[config.mk]
export PLATFORM = sky130hd
export DESIGN_NAME = example_reg_initiator
export DESIGN_NICKNAME = d
export VERILOG_FILES = /design/src/rtl/example_sv_pkg.sv /design/src/rtl/example_reg_initiator_pkg.sv /design/src/rtl/example_reg_timeout.sv /design/src/rtl/example_reg_initiator.sv
export SDC_FILE = /design/constraint.sdc
export NUM_CORES = 1
export LEC_CHECK = 0
export CAP_MARGIN = 20
export CORE_ASPECT_RATIO = 1.1
export CORE_MARGIN = 1
export CORE_UTILIZATION = 40
export DETAILED_ROUTE_END_ITERATION = 10
export MAX_ROUTING_LAYER = met4
export PLACE_DENSITY = 0.82
export SYNTH_ARGS = -nofsm -noshare
export SYNTH_HDL_FRONTEND = slang
export SYNTH_SLANG_ARGS = --single-unit
[constraint.sdc]
create_clock -name clk -period 1.9 [get_ports clk]
set_clock_uncertainty 0.15 [all_clocks]
set_input_delay 0.38 -clock clk [delete_from_list [all_inputs] [get_ports clk]]
set_output_delay 0.38 -clock clk [all_outputs]
set_load 0.03 [all_outputs]
[src/rtl/example_sv_pkg.sv]
// Generated register-bank constants for the `example` bank.
// Bit i of reg_has_reset is 1 when register i is given a value by reset.
package example_sv_pkg;

  localparam int unsigned addr_width    = 3;
  localparam int unsigned data_width    = 32;
  localparam int unsigned num_regs      = 8;
  localparam logic [7:0]  reg_has_reset = 8'b1001_1111;

endpackage : example_sv_pkg

[src/rtl/example_reg_initiator_pkg.sv]
// Shared types and constants for the example register-bus initiator.
package example_reg_initiator_pkg;

  localparam int unsigned ADDR_W   = example_sv_pkg::addr_width;
  localparam int unsigned DATA_W   = example_sv_pkg::data_width;
  localparam int unsigned NUM_REGS = 1 << ADDR_W;

  typedef enum logic [1:0] {
    IDLE = 2'd0,
    REQ  = 2'd1,
    RSP  = 2'd2
  } initiator_state_t;

  typedef struct packed {
    logic [DATA_W-1:0] rdata;
    logic              error;
    logic              uninit;
  } initiator_rsp_t;

  // Registers without a reset value are the complement of the generated list.
  localparam logic [NUM_REGS-1:0] DEFAULT_UNRESET_MASK = ~example_sv_pkg::reg_has_reset;

  function automatic logic rd_uninit(input logic [NUM_REGS-1:0] mask,
                                     input logic [NUM_REGS-1:0] written,
                                     input logic [ADDR_W-1:0]   addr);
    return mask[addr] & ~written[addr];
  endfunction

endpackage : example_reg_initiator_pkg

[src/rtl/example_reg_timeout.sv]
// Loadable down-counter bounding how long the initiator waits for bus_ack.
// Loaded with TIMEOUT-1 so expired_o is high during the TIMEOUT-th wait cycle.
module example_reg_timeout #(
  parameter int unsigned TIMEOUT = 15
) (
  input  logic clk,
  input  logic reset,
  input  logic clr_i,
  input  logic load_i,
  input  logic en_i,
  output logic expired_o
);

  localparam int unsigned CNT_W = $clog2(TIMEOUT + 1);
  localparam logic [CNT_W-1:0] LOAD_VAL = CNT_W'(TIMEOUT - 1);

  logic [CNT_W-1:0] cnt_q;
  logic [CNT_W-1:0] cnt_d;

  // Load wins over clear so an accept that coincides with a clear still arms the count.
  always_comb begin
    cnt_d = cnt_q;
    if (load_i) begin
      cnt_d = LOAD_VAL;
    end else if (clr_i) begin
      cnt_d = {CNT_W{1'b0}};
    end else if (en_i && (cnt_q != {CNT_W{1'b0}})) begin
      cnt_d = cnt_q - CNT_W'(1);
    end else begin
      cnt_d = cnt_q;
    end
  end

  always_ff @(posedge clk) begin
    if (reset) begin
      cnt_q <= {CNT_W{1'b0}};
    end else begin
      cnt_q <= cnt_d;
    end
  end

  assign expired_o = (cnt_q == {CNT_W{1'b0}});

endmodule : example_reg_timeout

[src/rtl/example_reg_initiator.sv]
// Single-outstanding bus initiator for the example register bank, with
// tracking of first writes to registers that have no reset value.
module example_reg_initiator
  import example_reg_initiator_pkg::*;
#(
  parameter int unsigned               ADDR_WIDTH   = ADDR_W,
  parameter int unsigned               DATA_WIDTH   = DATA_W,
  parameter int unsigned               TIMEOUT      = 15,
  parameter logic [(2**ADDR_WIDTH)-1:0] UNRESET_MASK = DEFAULT_UNRESET_MASK
) (
  input  logic                  clk,
  input  logic                  reset,
  input  logic                  cmd_valid,
  output logic                  cmd_ready,
  input  logic                  cmd_write,
  input  logic [ADDR_WIDTH-1:0] cmd_addr,
  input  logic [DATA_WIDTH-1:0] cmd_wdata,
  output logic                  rsp_valid,
  input  logic                  rsp_ready,
  output logic [DATA_WIDTH-1:0] rsp_rdata,
  output logic                  rsp_error,
  output logic                  rsp_uninit,
  output logic                  bus_req,
  output logic                  bus_we,
  output logic [ADDR_WIDTH-1:0] bus_addr,
  output logic [DATA_WIDTH-1:0] bus_wdata,
  input  logic                  bus_ack,
  input  logic [DATA_WIDTH-1:0] bus_rdata
);

  localparam int unsigned NREG = 2 ** ADDR_WIDTH;

  initiator_state_t      state_q, state_d;
  logic                  cmd_ready_q, cmd_ready_d;
  logic                  bus_req_q, bus_req_d;
  logic                  bus_we_q, bus_we_d;
  logic [ADDR_WIDTH-1:0] bus_addr_q, bus_addr_d;
  logic [DATA_WIDTH-1:0] bus_wdata_q, bus_wdata_d;
  logic                  rsp_valid_q, rsp_valid_d;
  initiator_rsp_t        rsp_q, rsp_d;
  logic                  uninit_pend_q, uninit_pend_d;
  logic [NREG-1:0]       written_q, written_d;

  logic cmd_accept;
  logic bus_done;
  logic bus_tmo;
  logic to_expired;

  assign cmd_accept = cmd_valid & cmd_ready_q;
  assign bus_done   = (state_q == REQ) & bus_ack;
  assign bus_tmo    = (state_q == REQ) & ~bus_ack & to_expired;

  example_reg_timeout #(
    .TIMEOUT (TIMEOUT)
  ) u_timeout (
    .clk       (clk),
    .reset     (reset),
    .clr_i     (state_q == RSP),
    .load_i    (cmd_accept),
    .en_i      (state_q == REQ),
    .expired_o (to_expired)
  );

  always_ff @(posedge clk) begin
    if (reset) begin
      state_q <= IDLE;
    end else begin
      state_q <= state_d;
    end
  end

  always_comb begin
    state_d = state_q;
    case (state_q)
      IDLE: begin
        if (cmd_accept) state_d = REQ;
        else            state_d = IDLE;
      end
      REQ: begin
        if (bus_done || bus_tmo) state_d = RSP;
        else                     state_d = REQ;
      end
      RSP: begin
        if (rsp_ready) state_d = IDLE;
        else           state_d = RSP;
      end
      default: state_d = IDLE;
    endcase
  end

  // Outputs are registered from the next state so they line up with it.
  always_comb begin
    cmd_ready_d   = (state_d == IDLE);
    bus_req_d     = (state_d == REQ);
    rsp_valid_d   = (state_d == RSP);
    bus_we_d      = bus_we_q;
    bus_addr_d    = bus_addr_q;
    bus_wdata_d   = bus_wdata_q;
    uninit_pend_d = uninit_pend_q;
    rsp_d         = rsp_q;
    written_d     = written_q;

    if (cmd_accept) begin
      bus_we_d      = cmd_write;
      bus_addr_d    = cmd_addr;
      bus_wdata_d   = cmd_wdata;
      uninit_pend_d = ~cmd_write & rd_uninit(UNRESET_MASK, written_q, cmd_addr);
    end else begin
      uninit_pend_d = uninit_pend_q;
    end

    if (bus_done) begin
      rsp_d.rdata  = bus_we_q ? {DATA_WIDTH{1'b0}} : bus_rdata;
      rsp_d.error  = 1'b0;
      rsp_d.uninit = uninit_pend_q;
      if (bus_we_q) written_d[bus_addr_q] = 1'b1;
      else          written_d = written_q;
    end else if (bus_tmo) begin
      rsp_d.rdata  = {DATA_WIDTH{1'b0}};
      rsp_d.error  = 1'b1;
      rsp_d.uninit = uninit_pend_q;
    end else begin
      rsp_d = rsp_q;
    end
  end

  always_ff @(posedge clk) begin
    if (reset) begin
      cmd_ready_q   <= 1'b0;
      bus_req_q     <= 1'b0;
      bus_we_q      <= 1'b0;
      bus_addr_q    <= {ADDR_WIDTH{1'b0}};
      bus_wdata_q   <= {DATA_WIDTH{1'b0}};
      rsp_valid_q   <= 1'b0;
      rsp_q         <= '{rdata: {DATA_W{1'b0}}, error: 1'b0, uninit: 1'b0};
      uninit_pend_q <= 1'b0;
      written_q     <= {NREG{1'b0}};
    end else begin
      cmd_ready_q   <= cmd_ready_d;
      bus_req_q     <= bus_req_d;
      bus_we_q      <= bus_we_d;
      bus_addr_q    <= bus_addr_d;
      bus_wdata_q   <= bus_wdata_d;
      rsp_valid_q   <= rsp_valid_d;
      rsp_q         <= rsp_d;
      uninit_pend_q <= uninit_pend_d;
      written_q     <= written_d;
    end
  end

  assign cmd_ready  = cmd_ready_q;
  assign bus_req    = bus_req_q;
  assign bus_we     = bus_we_q;
  assign bus_addr   = bus_addr_q;
  assign bus_wdata  = bus_wdata_q;
  assign rsp_valid  = rsp_valid_q;
  assign rsp_rdata  = rsp_q.rdata;
  assign rsp_error  = rsp_q.error;
  assign rsp_uninit = rsp_q.uninit;

endmodule : example_reg_initiator

==> metrics.cfg <==
[critical_path]
ff2ff_path_depth=6
crit_required_ns=1.37
reg2reg_setup_slack_ns=0.13
worst_r2r_startpoint=u_timeout.cnt_q[0]
critical_path.slowest_cell=clkdlybuf4s50_1
setup.worst_path.end_class=primary output
cell_chain_of_the_critical_path=clkdlybuf4s50_1
cp.arrival_ns=1.33
crit_fanout=2
cp_num_buf_inv=1
setup.worst_path.class=reg -> out
setup.worst_path.end=bus_wdata[26]
setup.worst_path.start=bus_wdata[26]
worstSetupStartpointType=flop
cp_slowest_stage_delay_ns=0.66
reg2reg_capture_point=rsp_rdata[27]
cell_family_with_most_cp_delay=buffers and inverters
cp_num_cells=1

[power]
power.density_mw_per_mm2=800
power_leakage_nw=2.74
power.clock.fraction_pct=31.6
cell_internal_pwr_mw=2.79
worst_ir_drop_vdd_mv=0.457
pwr-share-comb_pct=19.6
power.share.sequential_pct=48.8
netSwitchingPower_mw=1.02
power.share.switching_pct=26.8

[timing]
setup_repair_after_global_routing_missed_its_margin=no
timing_hold_violations_final=0
period_minus_ws_final_ns=1.86
finalHoldWorstSlack_ns=0.214
relSlewSlack_pct=71.9
worst_tran_pin_value_ns=0.422
setup_viol=0
post-route-worst-setup-slack_ns=0.0426
totalNegativeSetupSlack_ns=0
timing.final.max_slew_violations=0
fmaxAchievable_mhz=538
timing.final.crit_share_pct=97.8

[logic_synthesis]
synth_sequential_area_ratio_pct=54.9
synth_top_cells_by_area=dfxtp_1, a32o_2, nand2_1, a21oi_1, buf_6
synth_top_cell_by_area=dfxtp_1
synthFlopType=dfxtp_1
avg_cell_area_syn_um2=9.90
synth_async_sr_flop_share_pct=0
post-synth-top-count-cell=dfxtp_1
synthDistinctLibCells=37
yosysWarnings=0
number_of_synthesized_flops_with_an_enable_pin=0
synth_cells=302
synth_fp_nets=377
synthTopCellsByCount=dfxtp_1, nand2_1, a21oi_1
synth-seq-cells=82
yosysTopAreaCellShare_pct=54.9
synth_area_mm2=0.00299

[grt]
antenna_violations_before_repair=0
grt_first_pass_wirelength_mm=12.7
largest_net_degree_at_the_start_of_global_routing=43
globalRouteOverflowTotal=0
via_count_of_the_first_global_routing_pass=2881
grtUsageTotal_pct=21.0

[floorplan]
fp-row-count=32
design.core.area_mm2=0.00713
io_pins=146
fp.dieW_um=84.4
die_area_mm2=0.00782
die_y_um=92.7
floorplan.initialDensity_pct=41.9

[routing]
wire_per_inst_um=14.6
detail_route.vias_per_cell=5.17
drc=10
route.vias.total=2743
ant_nets=0
firstDrtPassIters=8
detail_route.iter0.violations=88
wl_mm=7.73

[cts]
clk_root_buffer_cell=clkbuf_8
cts_max_path_buffers=2
cts_hold_repair.buffers=0
clkTransAtPathRegs_ns=0.08
htree_levels=3
clk-insertion-delay-late_ns=0.34
cts_inserted_buffers=9
cts_num_sinks=82
tritoncts=built

[cells_and_area]
multi_input_gate_area_in_the_final_layout_mm2=0.00119
final_layout_size_suffix_gt1_share_pct=13.2
nFillCells=600
finalNetCount=517
n_antenna_cell=0
ff_latch_area_mm2=0.00164
flow.area_growth_from_synthesis_pct=59.4
postLayoutCellArea_mm2=0.00476

[place]
gp_routability_congestion=0.777
dp.final_hpwl_mm=5.46
place.port_buffers=145
place_ws_ns=0.0629
placed_area_mm2=0.00451

[hold_path]
worst_hold_path_type=in -> reg

[flow_run]
maxCapViolCount=0

[status]
failed_checks=DRC
result_of_the_run=complete, but fails checks

## sequential cells by signal, summed over array words and instances (netlist names)
name	flops
uninit_pend_q	1
bus_req	1
u_timeout.cnt_q	4
bus_we	1
state_q	2
rsp_uninit	1
rsp_error	1
bus_wdata	32
bus_addr	3
written_q	2
rsp_rdata	32
cmd_ready	1
rsp_valid	1
## through the flow
stage | power, mW | util, % | cells
global route | 4.00 | 66.8 | 531
global placement | 2.66 | 63.3 | 516
floorplan | 2.31 | - | 302
detailed placement | 2.68 | 63.3 | 516
CTS | 3.87 | 65.4 | 531
finish | 3.81 | 66.8 | 531
## power by group through the flow
stage	Sequential [mW]	Clock [mW]	Combinational, mW
4_1_cts	1.86	1.24	0.759
2_1_floorplan	2.05	0	0.260
6_report	1.86	1.20	0.747
3_5_place_dp	1.90	0	0.776
3_3_place_gp	1.90	0	0.762
5_1_grt	1.87	1.32	0.804
## worst min path at each step
| stage | endpoint | cells past startpoint | startpoint |
|---|---|---|---|
| after floorplan | rsp_uninit | 2 | uninit_pend_q |
| after global placement | bus_wdata[18] | 2 | bus_wdata[18] |
| after detailed placement | bus_wdata[9] | 2 | bus_wdata[9] |
| after CTS | state_q[1] | 2 | reset |
| after global routing | rsp_error | 2 | reset |
| final | state_q[1] | 2 | reset |
## logic make-up after synthesis
| group | count (synthesis) | synth area share (%) |
|---|---|---|
| flip-flops | 82 | 54.9 |
| AND/OR/NAND/NOR | 102 | 16.4 |
| multiplexers | 1 | 0.335 |
| AO/OA/AOI/OAI | 86 | 22.1 |
| adder cells (fa/ha/maj) | 2 | 0.837 |
| buffers and inverters | 29 | 5.40 |
## cell type report
cell class | instances | share of cell area (%)
timing repair buffer | 153 | 34.1
tap | 85 | 2.23
multi-input combinational | 191 | 24.9
clock inverter | 3 | 0.841
sequential | 82 | 34.5
clock buffer | 12 | 3.05
inverter | 5 | 0.394
## what timing repair did
item	in CTS	in global routing
buffers inserted	0	0
pin swaps	0	0
gates resized for setup	29	42
setup endpoints to repair	29	42
## placed cells by master, fill, tap and decap left out, drive strengths merged, types with 2 or more instances in the layout
cell and instances:
dfxtp 82, nand2 76, clkdlybuf4s50 73, a21oi 42, dlymetal6s2s 42, a32o 32, dlygate4sd2 29, clkbuf 12
buf 9, a31oi 5, inv 5, nor3b 4, nor2 3, nand2b 3, nor2b 2, nand4b 2
o211ai 2, or3 2, and3 2, ha 2, clkinv 2, o21ai 2, or2 2
## per-layer routing
metal / routed length (µm) / vias up / GRT usage, %
li1: - / 1348 / -
met1: 3150 / 1263 / 22.8
met2: 3700 / 117 / 35.2
met3: 736 / 15 / 7.40
met4: 149 / 0 / 8.33
met5: 0 / - / -
Note: power is estimated with default switching activity, not from simulation.
